File: src/rtl/tmds_channel_decoder.sv
// One TMDS receive channel: finds the 10-bit symbol boundary in an unaligned
// deserialized stream using control tokens, then decodes data or control.
module tmds_channel_decoder #(
  parameter int LOCK_TOKENS   = 64,
  parameter int SEARCH_CYCLES = 2048,
  parameter int LOSS_CYCLES   = 4096
) (
  input  logic       video_clk,
  input  logic       rst_n,
  input  logic [9:0] din,
  output logic [7:0] data_out,
  output logic [1:0] ctrl_out,
  output logic       de_out,
  output logic       locked,
  output logic [3:0] bit_offset
);

  localparam int MAX_CYCLES = (SEARCH_CYCLES > LOSS_CYCLES) ? SEARCH_CYCLES : LOSS_CYCLES;
  localparam int TMR_W      = $clog2(MAX_CYCLES) + 1;
  localparam int RUN_W      = $clog2(LOCK_TOKENS + 1);

  localparam logic [TMR_W-1:0] SEARCH_LAST = TMR_W'(SEARCH_CYCLES - 1);
  localparam logic [TMR_W-1:0] LOSS_LAST   = TMR_W'(LOSS_CYCLES - 1);
  localparam logic [RUN_W-1:0] RUN_MAX     = RUN_W'(LOCK_TOKENS);

  typedef enum logic {
    ST_SEARCH = 1'b0,
    ST_LOCKED = 1'b1
  } state_t;

  state_t           state, state_next;
  logic [9:0]       din_q;
  logic [9:0]       sym;
  logic             slip_q, slip_next;
  logic [RUN_W-1:0] run_cnt, run_inc, run_next;
  logic [TMR_W-1:0] tmr, tmr_next;
  logic [3:0]       offset_next;

  logic [19:0]      win;
  logic [9:0]       aligned;
  logic             tok_raw, tok;
  logic [1:0]       tok_ctrl;
  logic [7:0]       q, dec;
  logic [7:0]       data_next;
  logic [1:0]       ctrl_next;
  logic             de_next;

  // din_q holds the earlier word, so its bit 0 is the oldest serial bit in the window.
  assign win = {din, din_q};

  // NOTE: every signal assigned in an always_comb gets a default first, so no latch is inferred.
  always_comb begin
    aligned = win[9:0];
    for (int i = 1; i < 10; i++) begin
      if (bit_offset == 4'(i)) aligned = win[i +: 10];
    end
  end

  always_comb begin
    tok_raw  = 1'b1;
    tok_ctrl = 2'b00;
    case (sym)
      10'b1101010100: tok_ctrl = 2'b00;
      10'b0010101011: tok_ctrl = 2'b01;
      10'b0101010100: tok_ctrl = 2'b10;
      10'b1010101011: tok_ctrl = 2'b11;
      default:        tok_raw  = 1'b0;
    endcase
  end

  // The symbol latched just before a slip was cut at the old offset: never count it.
  assign tok = tok_raw && !slip_q;

  always_comb begin
    q      = sym[9] ? ~sym[7:0] : sym[7:0];
    dec    = 8'h00;
    dec[0] = q[0];
    for (int i = 1; i < 8; i++) begin
      dec[i] = sym[8] ? (q[i] ^ q[i-1]) : ~(q[i] ^ q[i-1]);
    end
  end

  assign run_inc = tok ? ((run_cnt == RUN_MAX) ? run_cnt : run_cnt + 1'b1) : '0;

  // State register plus the alignment/timing state it owns.
  // NOTE: sequential state uses non-blocking assignments so every register samples pre-edge values.
  always_ff @(posedge video_clk or negedge rst_n) begin
    if (!rst_n) begin
      state      <= ST_SEARCH;
      tmr        <= '0;
      run_cnt    <= '0;
      bit_offset <= 4'd0;
      slip_q     <= 1'b0;
    end else begin
      state      <= state_next;
      tmr        <= tmr_next;
      run_cnt    <= run_next;
      bit_offset <= offset_next;
      slip_q     <= slip_next;
    end
  end

  // Next-state logic: lock wins over an offset slip in the same cycle.
  always_comb begin
    state_next  = state;
    tmr_next    = tmr + 1'b1;
    run_next    = run_inc;
    offset_next = bit_offset;
    slip_next   = 1'b0;
    case (state)
      ST_SEARCH: begin
        if (run_inc == RUN_MAX) begin
          state_next = ST_LOCKED;
          tmr_next   = '0;
          run_next   = '0;
        end else if (tmr == SEARCH_LAST) begin
          offset_next = (bit_offset == 4'd9) ? 4'd0 : bit_offset + 4'd1;
          tmr_next    = '0;
          run_next    = '0;
          slip_next   = 1'b1;
        end
      end
      ST_LOCKED: begin
        if (tok) begin
          tmr_next = '0;
        end else if (tmr == LOSS_LAST) begin
          state_next = ST_SEARCH;
          tmr_next   = '0;
          run_next   = '0;
        end
      end
      default: state_next = ST_SEARCH;
    endcase
  end

  // Output logic: gated on the state being entered so lock and first output coincide.
  always_comb begin
    data_next = 8'h00;
    ctrl_next = 2'b00;
    de_next   = 1'b0;
    if (state_next == ST_LOCKED) begin
      if (tok) begin
        ctrl_next = tok_ctrl;
      end else begin
        data_next = dec;
        de_next   = 1'b1;
      end
    end
  end

  // NOTE: the datapath registers are reset too, so outputs are defined zero from reset onwards.
  always_ff @(posedge video_clk or negedge rst_n) begin
    if (!rst_n) begin
      din_q    <= 10'd0;
      sym      <= 10'd0;
      data_out <= 8'h00;
      ctrl_out <= 2'b00;
      de_out   <= 1'b0;
    end else begin
      din_q    <= din;
      sym      <= aligned;
      data_out <= data_next;
      ctrl_out <= ctrl_next;
      de_out   <= de_next;
    end
  end

  assign locked = (state == ST_LOCKED);

endmodule

File: config.mk
export PLATFORM = sky130hd
export DESIGN_NAME = tmds_channel_decoder
export DESIGN_NICKNAME = d
export VERILOG_FILES = /design/src/rtl/tmds_channel_decoder.sv
export SDC_FILE = /design/constraint.sdc
export NUM_CORES = 1
export LEC_CHECK = 0
export ABC_AREA = 1
export BUFFER_PORTS_ARGS = -buffer_cell sky130_fd_sc_hd__buf_2
export CORE_MARGIN = 5
export CORE_UTILIZATION = 61
export DETAILED_ROUTE_END_ITERATION = 10
export PLACE_DENSITY = 0.88
export SYNTH_ARGS = -nofsm -noshare
export SYNTH_HDL_FRONTEND = slang
export SYNTH_SLANG_ARGS = --single-unit
export TNS_END_PERCENT = 30
File: constraint.sdc
create_clock -name video_clk -period 2.4 [get_ports video_clk]
set_input_delay 0.36 -clock video_clk [delete_from_list [all_inputs] [get_ports video_clk]]
set_output_delay 0.36 -clock video_clk [all_outputs]
set_load 0.05 [all_outputs]
# Word-level counts from Yosys, hierarchy flattened
# Cells that the tools add are included.
# totals
reg_bits	57
latch_bits	0
ramBits	0
romBits	0
inputBits	12
output_inout_bits	16
word_cells	96
mem_count	0
# classes
add_sub_neg	3
n_mul	0
div	0
n_lt_le_gt_ge	0
eq_ne	17
n_shift	0
mux	45
n_bitwise	17
n_reduce_logical	4
# op_table
operator	count
10-bit two-way mux	9
13-bit two-way mux	4
7-bit two-way mux	6
13-bit one-hot mux with 2 select lines	1
8-bit two-way mux	3
10-bit == test (second input constant)	2
4-bit by 3-bit == test with 1-bit output (second input constant)	4
1-bit two-way mux	16
7-bit == test (second input constant)	2
7-bit one-hot mux with 2 select lines	1
13-bit by 1-bit adder with 13-bit output (second input constant)	1
13-bit by 11-bit == test with 1-bit output (second input constant)	1
13-bit by 12-bit == test with 1-bit output (second input constant)	1
10-bit by 8-bit == test with 1-bit output (second input constant)	1
10-bit by 9-bit == test with 1-bit output (second input constant)	1
1-bit NOT	9
4-bit by 2-bit == test with 1-bit output (second input constant)	2
4-bit == test (second input constant)	2
8-bit NOT	1
7-bit by 1-bit adder with 7-bit output (second input constant)	1
1-bit bitwise XOR	7
2-bit one-hot mux with 3 select lines	1
4-bit by 1-bit adder with 4-bit output (second input constant)	1
4-bit by 1-bit == test with 1-bit output (second input constant)	1
other kinds (7)	8

# Logic depth before layout (Yosys ltp)
# depth
word_depth	10
depth_mapped	15
mapped_depth_nobuf	15

# Worst setup path after synthesis
# No wires, ideal clock.
# synth_path
path_kind	register -> register
start	register bit_offset[1]
end	register sym[6]
setup_ps	122
arrival_ps	1887
t_required_ps	2278
setup_slack_ps	391
path_stages_with_launch	14
path_buffers	2
synth_period_minus_slack_ps	2009
path_cell_list	dfrtp_1 > buf_2 > nand2_1 > nor2_4 > inv_2 > buf_2 > o21ai_1 > inv_1 > nand2_1 > nand2_1 > nand3_1 > nand3_1 > nand2_1 > a21oi_1
# synth_between
elab_chain_len	10
elab_cells_between_ends	18
classes_between	9 x eq/ne; 9 x mux
# synth_lines
element	line_no	source
start, declared	15	output logic [3:0] bit_offset
start signal, assigned	98	bit_offset <= offset_next;
4-bit by 1-bit == test with 1-bit output	55	if (bit_offset == 4'(i)) aligned = win[i +: 10];
10-bit two-way mux (8 in series)	55	
10-bit two-way mux *	55	
net aligned[6]	40	logic [9:0] aligned;
end signal, assigned	161	sym <= aligned;
end, declared	33	logic [9:0] sym;
# Mark *: on every way through the listed nets, which the timed path passes. The rest lies on a longest branch.
# A chain may end at the register's enable or synchronous reset.

# Worst setup path in the final report
# layout_path
start	register sym[6]
end	register tmr[7]
# layout_between
elab_chain_len	8
elab_cells_between_ends	12
classes_between	5 x eq/ne; 5 x mux; 2 x reduce/logical
# layout_lines
element	line_no	source
10-bit == test (tied with other cells)	62	case (sym)
4-bit OR reduction (no source line) *	n/a	
1-bit two-way mux *	62	
1-bit logical AND *	72	assign tok = tok_raw && !slip_q;
7-bit two-way mux	83	assign run_inc = tok ? ((run_cnt == RUN_MAX) ? run_cnt : run_cnt + 1'b1) : '0;
7-bit == test	112	if (run_inc == RUN_MAX) begin
13-bit two-way mux	112	
13-bit one-hot mux with 2 select lines *	110	case (state)
net tmr_next[7]	36	logic [TMR_W-1:0] tmr, tmr_next;
end signal, assigned	96	tmr <= tmr_next;
end, declared	36	
# Marks and branches as above.

==> impl.org <==
** Run status
- The flow ran to the end, and the final reports show no timing, DRC or antenna violations.

** Worst hold path
- Path class of the lowest-slack min-delay path :: input port to asynchronous set/reset pin

** Synthesis
- After Yosys synthesis, full adders, half adders and majority gates account for ~1.7% of the synthesized area.
- Mean Syn Cell Area :: 7.03 um^2
- For this run, the register share of the synthesized area comes to between 30% and 40%.
- In this run the cell area of the synthesized design comes to ~3700 um^2.
- Simple-gate share of the synthesized area :: between 30% and 40%
- Portion of netlist area occupied by mux cells :: 0%
- The number of nets in the synthesized netlist is about 540.
- By area, the combinational part of the netlist is dominated by simple AND/OR/NAND/NOR gates.
- The synthesized netlist devotes approximately 4.3% of its cell area to XOR and XNOR gates.
- During synthesis, Yosys emitted a total of 0 warnings.
- Number of distinct library cells after synthesis :: 33
- Synthesis produced 521 cells.
- In this run, synthesis produced a sequential element count of between 50 and 60.
- Compound-gate portion of the synthesized area :: about 13%

** Power and ir drop
- Switching Fraction :: 23.7%
- Across the VDD grid, the largest voltage drop is about 0.44 mV.
- Per report_power, the clock group accounts for 47.4% of the total.
- Sequential Power Share :: between 40% and 50%
- Power density normalized to cell area :: 525 nW/um^2
- Net switching power of the design :: about 0.00051 W
- Internal power of the cells :: 0.00163 W
- Summed over all cells, the static leakage comes to 2.13 nW.
- Combinational power share :: a little under 6%

** Die
- Boundary pin count :: 28
- Overall die height :: 87.5 um
- Die area :: between 7000 and 8000 um^2
- Once the floorplan was initialized, standard cells occupied 62.2% of the core.
- After floorplanning, the core was sized to cover 5890 um^2.
- Floorplan row count :: 28
- Measured along the x axis, the die boundary spans between 80 and 90 um.

** Global route
- Met2 Resource Use GR :: 40.8%
- Entering global routing, the biggest net connects 30 pins.
- Global-route wire length before repair :: roughly 15000 um
- Global route hottest layer :: met2
- Global routing consumed, on the met3 layer, around 4.5% of the routing resources.
- Global routing used between 20 and 30% of the available met1 tracks.
- Across every metal layer, demand over resource in global routing totals between 20% and 30%.
- Initial antenna violation count :: 0
- Total grt overflow :: 0
- The number of global-route vias before repair came to 3338.

** Worst setup path
- Startpoint type of the worst setup path :: register
- In this run the worst path has a maximum fanout of 13.
- Critical setup path kind :: register to register
- Across all register-to-register paths, the minimum setup slack is roughly 0.21 ns.
- Source of the worst register-to-register timing path :: sym[6]
- For the worst setup path, the data arrival time is ~2.5 ns.
- STA classifies the critical path endpoint as a register.
- The endpoint identified for the worst register-to-register timing path is tmr[7].
- Timing startpoint of the critical path :: sym[6]
- In this run the worst setup path terminates at tmr[7].
- Required @ worst endpoint :: 2.67 ns
- Cells on worst reg2reg path :: 12

** Place
- Routability-driven placement finished with a final weighted congestion of 0.981.
- Count of input and output buffers :: 27
- Detailed placement finished with a half-perimeter wire length of between 6000 and 7000 um.
- Once placement completed, the tool counted placed cells totaling between 600 and 700.

** Timing
- Setup repair after global routing left no endpoint under its margin.
- Setup violations remaining at the end of the flow were counted as 0.
- Slew Limit Fails :: 0
- Transition time at the pin with the least slew margin :: ~0.66 ns
- Upper clock frequency limit :: roughly 460 MHz
- Clock skew on the completed layout was measured at 0.0104 ns.
- Post-route fraction of the period consumed by the critical path :: slightly above 90%
- After layout, the minimum clock period comes to approximately 2.2 ns.
- In this run the tightest slew margin relative to its limit is 56.3%.
- Final hold viol count :: 0
- Total Neg Setup Slack :: 0 ns

** Clock tree
- In this run, post-CTS repair resized a total of 0 instances.
- Post-CTS setup-driven buffer insertion count :: 0
- Cell at the root of the clock tree :: clkbuf_8
- TritonCTS buffer count :: 9
- In this run the deepest clock path goes through 2 buffers.
- The H-tree was split into 3 levels.
- Number of buffers added to fix hold violations after cts :: 0
- Clock-pin slew on the worst setup and hold paths :: roughly 0.07 ns
- CTS sink cnt :: 57
- TritonCTS clock tree :: done
- At the later pin of the worst-skew pair, clock insertion delay measures between 0.3 and 0.4 ns.

** Drt
- Remaining antenna violation count after routing :: 0
- Detailed Route WL :: 8600 um
- Vias post-DR :: 3500
- In the final routed layout, each cell accounts on average for around 14 um.
- Count of unresolved DRC violations after routing :: 0
- DR iter-0 viols :: between 150 and 200
- Dividing the detail-routed via count by the number of cells gives between 5 and 6.
- Number of iterations in the first detailed-routing pass :: 5

** Layout
- Cells with a size suffix above 1 make up about 15% of the layout.
- Excluding fillers, the count of instances in the completed layout stands at between 600 and 700.
- 0 antenna diodes ended up in the layout.
- The final layout contains roughly 570 nets.
- Compared with the post-synthesis result, the final layout area differs by 11.3%.
- Fillers :: 480
- Share of the core filled with cells :: between 60% and 70%

** Job
- Across the run, the number of max-cap violations was 0.
## cell usage in the layout (no fill, tap or decap), types with 6 or more instances in the layout
master      n
dfrtp_1    57
o21ai_1     8
xnor2_1     6
buf_2      27
clkbuf_8   10
nor2_1     44
nand3_1    59
a21oi_2    10
inv_2      12
a21oi_1    35
nand2_1   138
inv_1      66
o21ai_0    24
xor2_1     12
## cell usage after synthesis
master | n | share of area, %
nor3_2 | 2 | 0.55
nand3b_1 | 1 | 0.21
or2_2 | 1 | 0.17
nand2_4 | 1 | 0.31
nor2_4 | 3 | 0.92
nor2_2 | 2 | 0.34
nor3_1 | 3 | 0.41
nand3_1 | 59 | 8.1
nand2_2 | 1 | 0.17
or2_1 | 1 | 0.17
ha_1 | 5 | 1.7
o21a_1 | 1 | 0.21
clkbuf_1 | 4 | 0.41
inv_2 | 12 | 1.2
nor4_1 | 2 | 0.34
a21boi_1 | 3 | 0.62
nand2_1 | 138 | 14
nand3_4 | 1 | 0.48
o21ai_0 | 24 | 3.3
a21oi_1 | 35 | 4.8
a21boi_2 | 1 | 0.31
nor2_1 | 44 | 4.5
xor2_1 | 12 | 2.9
nand4_1 | 4 | 0.68
inv_1 | 66 | 6.8
nand3_2 | 1 | 0.27
o21ai_1 | 8 | 1.1
buf_2 | 7 | 0.96
clkinv_1 | 3 | 0.31
dfrtp_1 | 57 | 39
xnor2_1 | 6 | 1.4
a21oi_2 | 10 | 2.4
buf_6 | 3 | 0.92
## kinds of logic after synthesis
logic type / Yosys count
simple gates: 264
buf+inv: 95
compound gates: 82
flops: 57
xor+xnor: 18
fa+ha+maj: 5
## worst min-delay path by stage
stage / end / slack, ns / cells past startpoint
after detailed placement: run_cnt[6] / 0.42 / 1
after CTS: tmr[11] / 0.06 / 1
after global placement: run_cnt[6] / 0.42 / 1
after global routing: tmr[11] / 0.10 / 1
final: run_cnt[4] / 0.05 / 1
after floorplan: bit_offset[0] / 0.06 / 0
## sequential cells by signal, summed over array words and instances (netlist names)
name / flops
run_cnt: 7
data_out: 8
de_out: 1
bit_offset: 4
slip_q: 1
din_q: 10
locked: 1
ctrl_out: 2
tmr: 13
sym: 10
## power groups by stage
| stage | Clock [W] | Combinational (W) | Sequential (W) |
|---|---|---|---|
| after floorplan | 0 | 0.0000710 | 0.00101 |
| after global placement | 0 | 0.000121 | 0.00102 |
| after detailed placement | 0 | 0.000125 | 0.00102 |
| after CTS | 0.00102 | 0.000126 | 0.000998 |
| after global routing | 0.00107 | 0.000144 | 0.00100 |
| final | 0.00102 | 0.000125 | 0.000999 |
## cell type report
type,instances,area [um^2],area share [%]
Clock inverter,5,78.8,1.93
Multi-Input combinational cell,369,1850,45.3
Timing Repair Buffer,32,185,4.54
Clock buffer,11,141,3.47
Tap cell,75,93.8,2.30
Sequential cell,57,1430,35.0
Inverter,81,304,7.46
## metal layers
layer	part of all wire [%]	vias up
met2	50	140
met4	2.4	0
met1	40	1624
li1	-	1709
met3	7.1	27
met5	0	-
## metrics by stage
step / hold slack [ns] / instance area, um^2 / total power (W) / worst slack, ns
2_1_floorplan: 0.0644 / 3660 / 0.00108 / 0.391
5_1_grt: 0.104 / 4080 / 0.00221 / 0.00127
3_3_place_gp: 0.416 / 3860 / 0.00114 / 0.391
3_5_place_dp: 0.424 / 3860 / 0.00114 / 0.236
4_1_cts: 0.0621 / 4080 / 0.00215 / 0.205
6_report: 0.0473 / 4080 / 0.00214 / 0.208
## critical path, cell delays in order (launching register included)
cell,delay [ns]
dfrtp_1,0.38
inv_1,0.10
ha_1,0.16
nand2_1,0.05
nor2_1,0.09
nand4_1,0.13
nand2_1,0.33
nand3_1,0.20
nand2_1,0.11
nor2_1,0.07
nand2_4,0.10
nand3_4,0.20
a21oi_2,0.21
(Power assumes the default switching activity.)
